## src/rtl/mem_ctrl.sv

```systemverilog
// mem_ctrl: main-memory controller sitting between the icache/dcache miss
// ports and a synchronous single-port main-memory array.
//
// Only one block request is in flight at a time. The icache has priority when
// both caches request in the same cycle. A transaction accepted in cycle T:
//   T+1                  ISSUE : mem_en strobe (mem_we for dcache writes)
//   T+2 .. T+LAT-1       WAIT  : read data captured at the end of T+2
//   T+LAT                RESP  : one-cycle response to the owning cache
//   T+LAT+1              IDLE  : earliest next acceptance
//
// Ports:
//   clk, rst_aL                  clock, synchronous active-low reset
//   icache_req_*                 icache fill request (read only)
//   icache_resp_*                icache fill response
//   dcache_req_*                 dcache read/write request
//   dcache_resp_*                dcache read data / write acknowledge
//   mem_en, mem_we, mem_block_addr, mem_wr_data, mem_rd_data
//                                single-port memory interface; read data is
//                                valid the cycle after mem_en
module mem_ctrl #(
  parameter int BLOCK_ADDR_WIDTH = 29,
  parameter int BLOCK_DATA_WIDTH = 64,
  parameter int MEM_LATENCY      = 4
) (
  input  logic                        clk,
  input  logic                        rst_aL,
  // icache miss port
  input  logic                        icache_req_valid,
  output logic                        icache_req_ready,
  input  logic [BLOCK_ADDR_WIDTH-1:0] icache_req_block_addr,
  output logic                        icache_resp_valid,
  output logic [BLOCK_DATA_WIDTH-1:0] icache_resp_block_data,
  // dcache miss port
  input  logic                        dcache_req_valid,
  output logic                        dcache_req_ready,
  input  logic                        dcache_req_type,
  input  logic [BLOCK_ADDR_WIDTH-1:0] dcache_req_block_addr,
  input  logic [BLOCK_DATA_WIDTH-1:0] dcache_req_block_data,
  output logic                        dcache_resp_valid,
  output logic [BLOCK_DATA_WIDTH-1:0] dcache_resp_block_data,
  // main memory
  output logic                        mem_en,
  output logic                        mem_we,
  output logic [BLOCK_ADDR_WIDTH-1:0] mem_block_addr,
  output logic [BLOCK_DATA_WIDTH-1:0] mem_wr_data,
  input  logic [BLOCK_DATA_WIDTH-1:0] mem_rd_data
);

  // WAIT spans MEM_LATENCY-2 cycles; the counter starts at 0 on entry and the
  // FSM leaves WAIT when it reaches MEM_LATENCY-3.
  localparam int               CNT_W     = $clog2(MEM_LATENCY);
  localparam logic [CNT_W-1:0] WAIT_LAST = CNT_W'(MEM_LATENCY - 3);

  localparam logic OWN_ICACHE = 1'b0;
  localparam logic OWN_DCACHE = 1'b1;

  typedef enum logic [1:0] {
    IDLE  = 2'd0,
    ISSUE = 2'd1,
    WAIT  = 2'd2,
    RESP  = 2'd3
  } state_e;

  state_e                      state_q;
  logic [CNT_W-1:0]            cnt_q;
  logic                        owner_q;  // which cache owns the transaction
  logic                        we_q;     // dcache write
  logic [BLOCK_ADDR_WIDTH-1:0] addr_q;
  logic [BLOCK_DATA_WIDTH-1:0] data_q;   // write data, then captured read data

  logic in_idle, in_issue, in_resp;
  logic i_hs, d_hs;

  // Every output is qualified with rst_aL so a reset cycle is always silent,
  // whatever state the FSM happened to be in.
  assign in_idle  = rst_aL && (state_q == IDLE);
  assign in_issue = rst_aL && (state_q == ISSUE);
  assign in_resp  = rst_aL && (state_q == RESP);

  // icache wins a simultaneous request; dcache waits for an IDLE cycle in
  // which the icache is not asking.
  assign icache_req_ready = in_idle;
  assign dcache_req_ready = in_idle && !icache_req_valid;

  assign i_hs = icache_req_valid && icache_req_ready;
  assign d_hs = dcache_req_valid && dcache_req_ready;

  always_ff @(posedge clk) begin
    if (!rst_aL) begin
      state_q <= IDLE;
      cnt_q   <= '0;
      owner_q <= 1'b0;
      we_q    <= 1'b0;
      addr_q  <= '0;
      data_q  <= '0;
    end else begin
      case (state_q)
        IDLE: begin
          if (i_hs) begin
            owner_q <= OWN_ICACHE;
            we_q    <= 1'b0;
            addr_q  <= icache_req_block_addr;
            data_q  <= '0;
            state_q <= ISSUE;
          end else if (d_hs) begin
            owner_q <= OWN_DCACHE;
            we_q    <= dcache_req_type;
            addr_q  <= dcache_req_block_addr;
            data_q  <= dcache_req_block_data;
            state_q <= ISSUE;
          end
        end
        ISSUE: begin
          cnt_q   <= '0;
          state_q <= WAIT;
        end
        WAIT: begin
          // Memory drives read data only in the cycle right after mem_en.
          if (cnt_q == '0 && !we_q) data_q <= mem_rd_data;
          if (cnt_q == WAIT_LAST) state_q <= RESP;
          else                    cnt_q   <= cnt_q + 1'b1;
        end
        RESP: begin
          state_q <= IDLE;
        end
        default: state_q <= IDLE;
      endcase
    end
  end

  // Memory strobe: exactly the ISSUE cycle.
  assign mem_en         = in_issue;
  assign mem_we         = in_issue && we_q;
  assign mem_block_addr = in_issue ? addr_q : '0;
  assign mem_wr_data    = (in_issue && we_q) ? data_q : '0;

  // Responses: data is zero whenever the matching valid is low; a dcache
  // write acknowledge carries zero data.
  assign icache_resp_valid      = in_resp && (owner_q == OWN_ICACHE);
  assign icache_resp_block_data = icache_resp_valid ? data_q : '0;
  assign dcache_resp_valid      = in_resp && (owner_q == OWN_DCACHE);
  assign dcache_resp_block_data = (dcache_resp_valid && !we_q) ? data_q : '0;

endmodule

```

## config.mk

```make
export PLATFORM = sky130hd
export DESIGN_NAME = mem_ctrl
export DESIGN_NICKNAME = d
export VERILOG_FILES = /design/src/rtl/mem_ctrl.sv
export SDC_FILE = /design/constraint.sdc
export NUM_CORES = 1
export LEC_CHECK = 0
export CORE_AREA = 2 2 161 163
export CTS_BUF_LIST = sky130_fd_sc_hd__clkbuf_16
export DETAILED_ROUTE_END_ITERATION = 12
export DIE_AREA = 0 0 163 165
export HOLD_SLACK_MARGIN = 0.05
export PLACE_DENSITY_LB_ADDON = 0.15
export SETUP_SLACK_MARGIN = 0.2
export SLEW_MARGIN = 20
export SYNTH_ARGS = -nofsm -noshare
export SYNTH_HDL_FRONTEND = slang
export SYNTH_SLANG_ARGS = --single-unit
export TNS_END_PERCENT = 1
```

## constraint.sdc

```tcl
create_clock -name clk -period 3.51 [get_ports clk]
set_input_delay 0.8775 -clock clk [delete_from_list [all_inputs] [get_ports clk]]
set_output_delay 0.8775 -clock clk [all_outputs]
set_load 0.02 [all_outputs]
```

==> metrics <==
outcome complete, no violations; share of power burned in combinational logic 47.7%; H-tree Lvls 3; final clock skew 0.00610 ns; Final #Nets about 1,400; proportion of synthesized chip area in sequential cells a little under a third; GRT Overall Usage 18.3%; half-perimeter wire length after placement 19,200 microns; slack of the worst reg-to-reg path 1.27 ns; starting density of the core 26.3%; clock power share 18.5%; CTS tree yes; largest area contributor in the netlist sky130_fd_sc_hd__dfxtp_1; fraction of post-synthesis cell area in the top cell type by area between 30% and 40%; leakage power around 4.5 nW; wire per inst 17.3 microns; Critical Path Sink Type output pin; CP Data Arrival Time 2.38 ns; global-route wire length before repair around 38,000 microns; maximum number of pins on one net before global-route repair 83; Flop pwr share 33.8%; number of vias after detailed routing 6,643; number of rows created at floorplan 58; final-report setup violation count 0; clock-pin slew reported for the worst setup and hold paths after clock tree synthesis 0.07 ns; vias per cell 4.46; number of diodes added for antenna fixing 0; unrepaired setup endpoints after global routing true; EDFF count, synth 0; most common library cell in the layout ignoring fill and taps sky130_fd_sc_hd__clkdlybuf4s50_1; switch share 39.4%; vias in the first global route 6,431; number of cells traversed by the worst hold path 2; count of synthesis-stage warnings from yosys 0; filler-free cell count of the finished design 1,490; width of the die 163 microns; Synthesized Nets 983; final antenna-violating net count 0; core area 0.0250 sq mm; power density over cell area 496 mW/mm^2; max frequency 0.307 GHz; Final Hold Fails 0; flip-flop and latch count after synthesis between 90 and 100; FFs w/ async S/R, synth 0%; count of routing violations after the opening detailed-route iteration about 310; capture instance of the worst register-to-register path data_q[1]$_SDFFE_PN0P_; worst skew pair latency approximately 0.35 ns; Vert. Die Dim 165 microns; count of maximum capacitance violations 0; post-detailed-route DRC marker count 0; worst voltage drop across the vdd grid 0.350 mV; element type at the critical path start input pin; final critical-path share of the clock period 92.7%; I/O pin cnt 418; gate count of the mapped netlist approximately 790; clock buffer count from CTS 9; number of placed cells counting well taps 1,474; routed wire length ~26,000 microns; die outline area about 0.027 sq mm; Cell Area, Synth 0.00659 sq mm; overall overflow remaining after global route 0; count of cells along the worst register-to-register path 6; Post-CTS Setup Inserts 0; Main synth FF type sky130_fd_sc_hd__dfxtp_1; critical path class input pin to output pin; Area Overhead vs Synth 72.8%; Worst Hold Class flop to flop; critical-path maximum fanout 32; worst-margin pin slew between 0.7 and 0.8 ns; Avg Cell Area, Syn 8.39 sq um; Critical path destination dcache_resp_block_data[63]; final weighted congestion of routability-driven global placement roughly 0.8; startpoint of the worst-slack reg-to-reg timing path state_q[0]$_SDFFE_PN0P_; cell internal pwr 0.00342 W; number of buffers on the longest clock path 2; fraction of layout instances using a drive strength above 1 9.31%; final setup TNS 0 ns; most frequent cells in the layout sky130_fd_sc_hd__clkdlybuf4s50_1 (414), sky130_fd_sc_hd__and2_1 (194), sky130_fd_sc_hd__dfxtp_1 (99); number of clock sinks seen by CTS 99; startpoint of the most critical setup path rst_aL; number of distinct library cells after synthesis 28; clock period minus final worst setup slack roughly 3.3 ns; Worst slew margin 51.1%; count of final max-slew check failures 0; required arrival time at the worst endpoint 2.63 ns; CTS root buf sky130_fd_sc_hd__clkbuf_16; Port Buffers 417; Sw Pwr approximately 0.0022 W; drt pass-1 iters 4; biggest area contributors in the synthesized netlist sky130_fd_sc_hd__dfxtp_1 (30%), sky130_fd_sc_hd__and2_1 (18%), sky130_fd_sc_hd__mux2i_1 (14%); fill count about 2,500; number of antenna violations at the first check in global routing 1
power groups by stage:
| stage | logic [W] | registers [W] | clock network [W] |
|---|---|---|---|
| after floorplan | 0.00203 | 0.00175 | 0 |
| after global placement | 0.00273 | 0.00194 | 0 |
| after detailed placement | 0.00275 | 0.00195 | 0 |
| after CTS | 0.00276 | 0.00193 | 0.00109 |
| after global routing | 0.00295 | 0.00199 | 0.00114 |
| final | 0.00270 | 0.00191 | 0.00105 |
Yosys cell counts (3+ instances only):
library cell,count
sky130_fd_sc_hd__ha_1,6
sky130_fd_sc_hd__buf_4,3
sky130_fd_sc_hd__and2_1,194
sky130_fd_sc_hd__nand2b_1,3
sky130_fd_sc_hd__mux2_2,64
sky130_fd_sc_hd__a211oi_1,31
sky130_fd_sc_hd__nor2_1,30
sky130_fd_sc_hd__mux2i_1,93
sky130_fd_sc_hd__buf_2,18
sky130_fd_sc_hd__clkbuf_1,49
sky130_fd_sc_hd__a21oi_1,6
sky130_fd_sc_hd__nand3b_1,3
sky130_fd_sc_hd__inv_1,4
sky130_fd_sc_hd__dfxtp_1,99
sky130_fd_sc_hd__nand3_1,65
sky130_fd_sc_hd__and3_1,31
sky130_fd_sc_hd__nand2_1,67
sky130_fd_sc_hd__buf_6,7
sky130_fd_sc_hd__nor2b_1,3
worst min-delay path by stage:
stage | startpoint | to | slack, ns
global route | data_q[39]$_SDFFE_PN0P_ | data_q[39]$_SDFFE_PN0P_ | 0.51
CTS | cnt_q[1]$_SDFFE_PN0P_ | cnt_q[1]$_SDFFE_PN0P_ | 0.48
global placement | cnt_q[1]$_SDFFE_PN0P_ | cnt_q[1]$_SDFFE_PN0P_ | 0.46
detailed placement | cnt_q[1]$_SDFFE_PN0P_ | cnt_q[1]$_SDFFE_PN0P_ | 0.47
floorplan | cnt_q[1]$_SDFFE_PN0P_ | cnt_q[1]$_SDFFE_PN0P_ | 0.45
finish | cnt_q[1]$_SDFFE_PN0P_ | cnt_q[1]$_SDFFE_PN0P_ | 0.47
per-layer routing:
metal	up-vias	track usage [%]	share of wire (%)	wire length, microns
met1	3001	21.1	40	10300
li1	3381	-	-	-
met5	-	0	0	0
met4	0	5.55	1.9	476
met3	24	4.14	6.9	1780
met2	237	33.5	51	13200
critical path, cell delays in order:
cell                              delay (ns)
sky130_fd_sc_hd__buf_4                  0.13
sky130_fd_sc_hd__and3_1                 0.19
sky130_fd_sc_hd__nor2b_4                0.22
sky130_fd_sc_hd__buf_12                 0.19
sky130_fd_sc_hd__and2_1                 0.16
sky130_fd_sc_hd__clkdlybuf4s50_1        0.60
per-stage QoR:
stage               utilization (%)  hold slack (ns)  instance area (sq um)  total power, W  setup slack [ns]
finish                         45.5            0.472                  11400         0.00565             0.256
global route                   45.5            0.506                  11400         0.00608             0.163
CTS                            45.5            0.480                  11400         0.00577             0.231
detailed placement             44.3            0.469                  11100         0.00470             0.245
global placement               44.3            0.457                  11100         0.00467             0.254
floorplan                         -            0.448                   6590         0.00378             0.728
cell families after synthesis:
group	after synthesis	share of synthesized area, %
mux	157	25.1
buf+inv	83	6.04
compound gates	43	4.73
flops	99	30.1
simple gates	398	33.0
fa+ha+maj	6	1.14
layout make-up:
type | count | area, sq um | share of cell area, %
Sequential cell | 99 | 1980 | 17.4
Multi-Input combinational cell | 604 | 4250 | 37.3
Inverter | 5 | 18.8 | 0.165
Timing Repair Buffer | 436 | 4420 | 38.8
Tap cell | 330 | 413 | 3.63
Clock buffer | 9 | 225 | 1.98
Clock inverter | 7 | 77.6 | 0.681
registers in the layout, summed over array words and instances, names as in the netlist:
name	cells
we_q	1
data_q	64
owner_q	1
addr_q	29
state_q	2
cnt_q	2
timing repair:
item	in CTS	in global routing
hold buffers	0	0
resized for setup	0	1
setup endpoints to repair	0	60
Note: power is estimated with default switching activity, not from simulation.
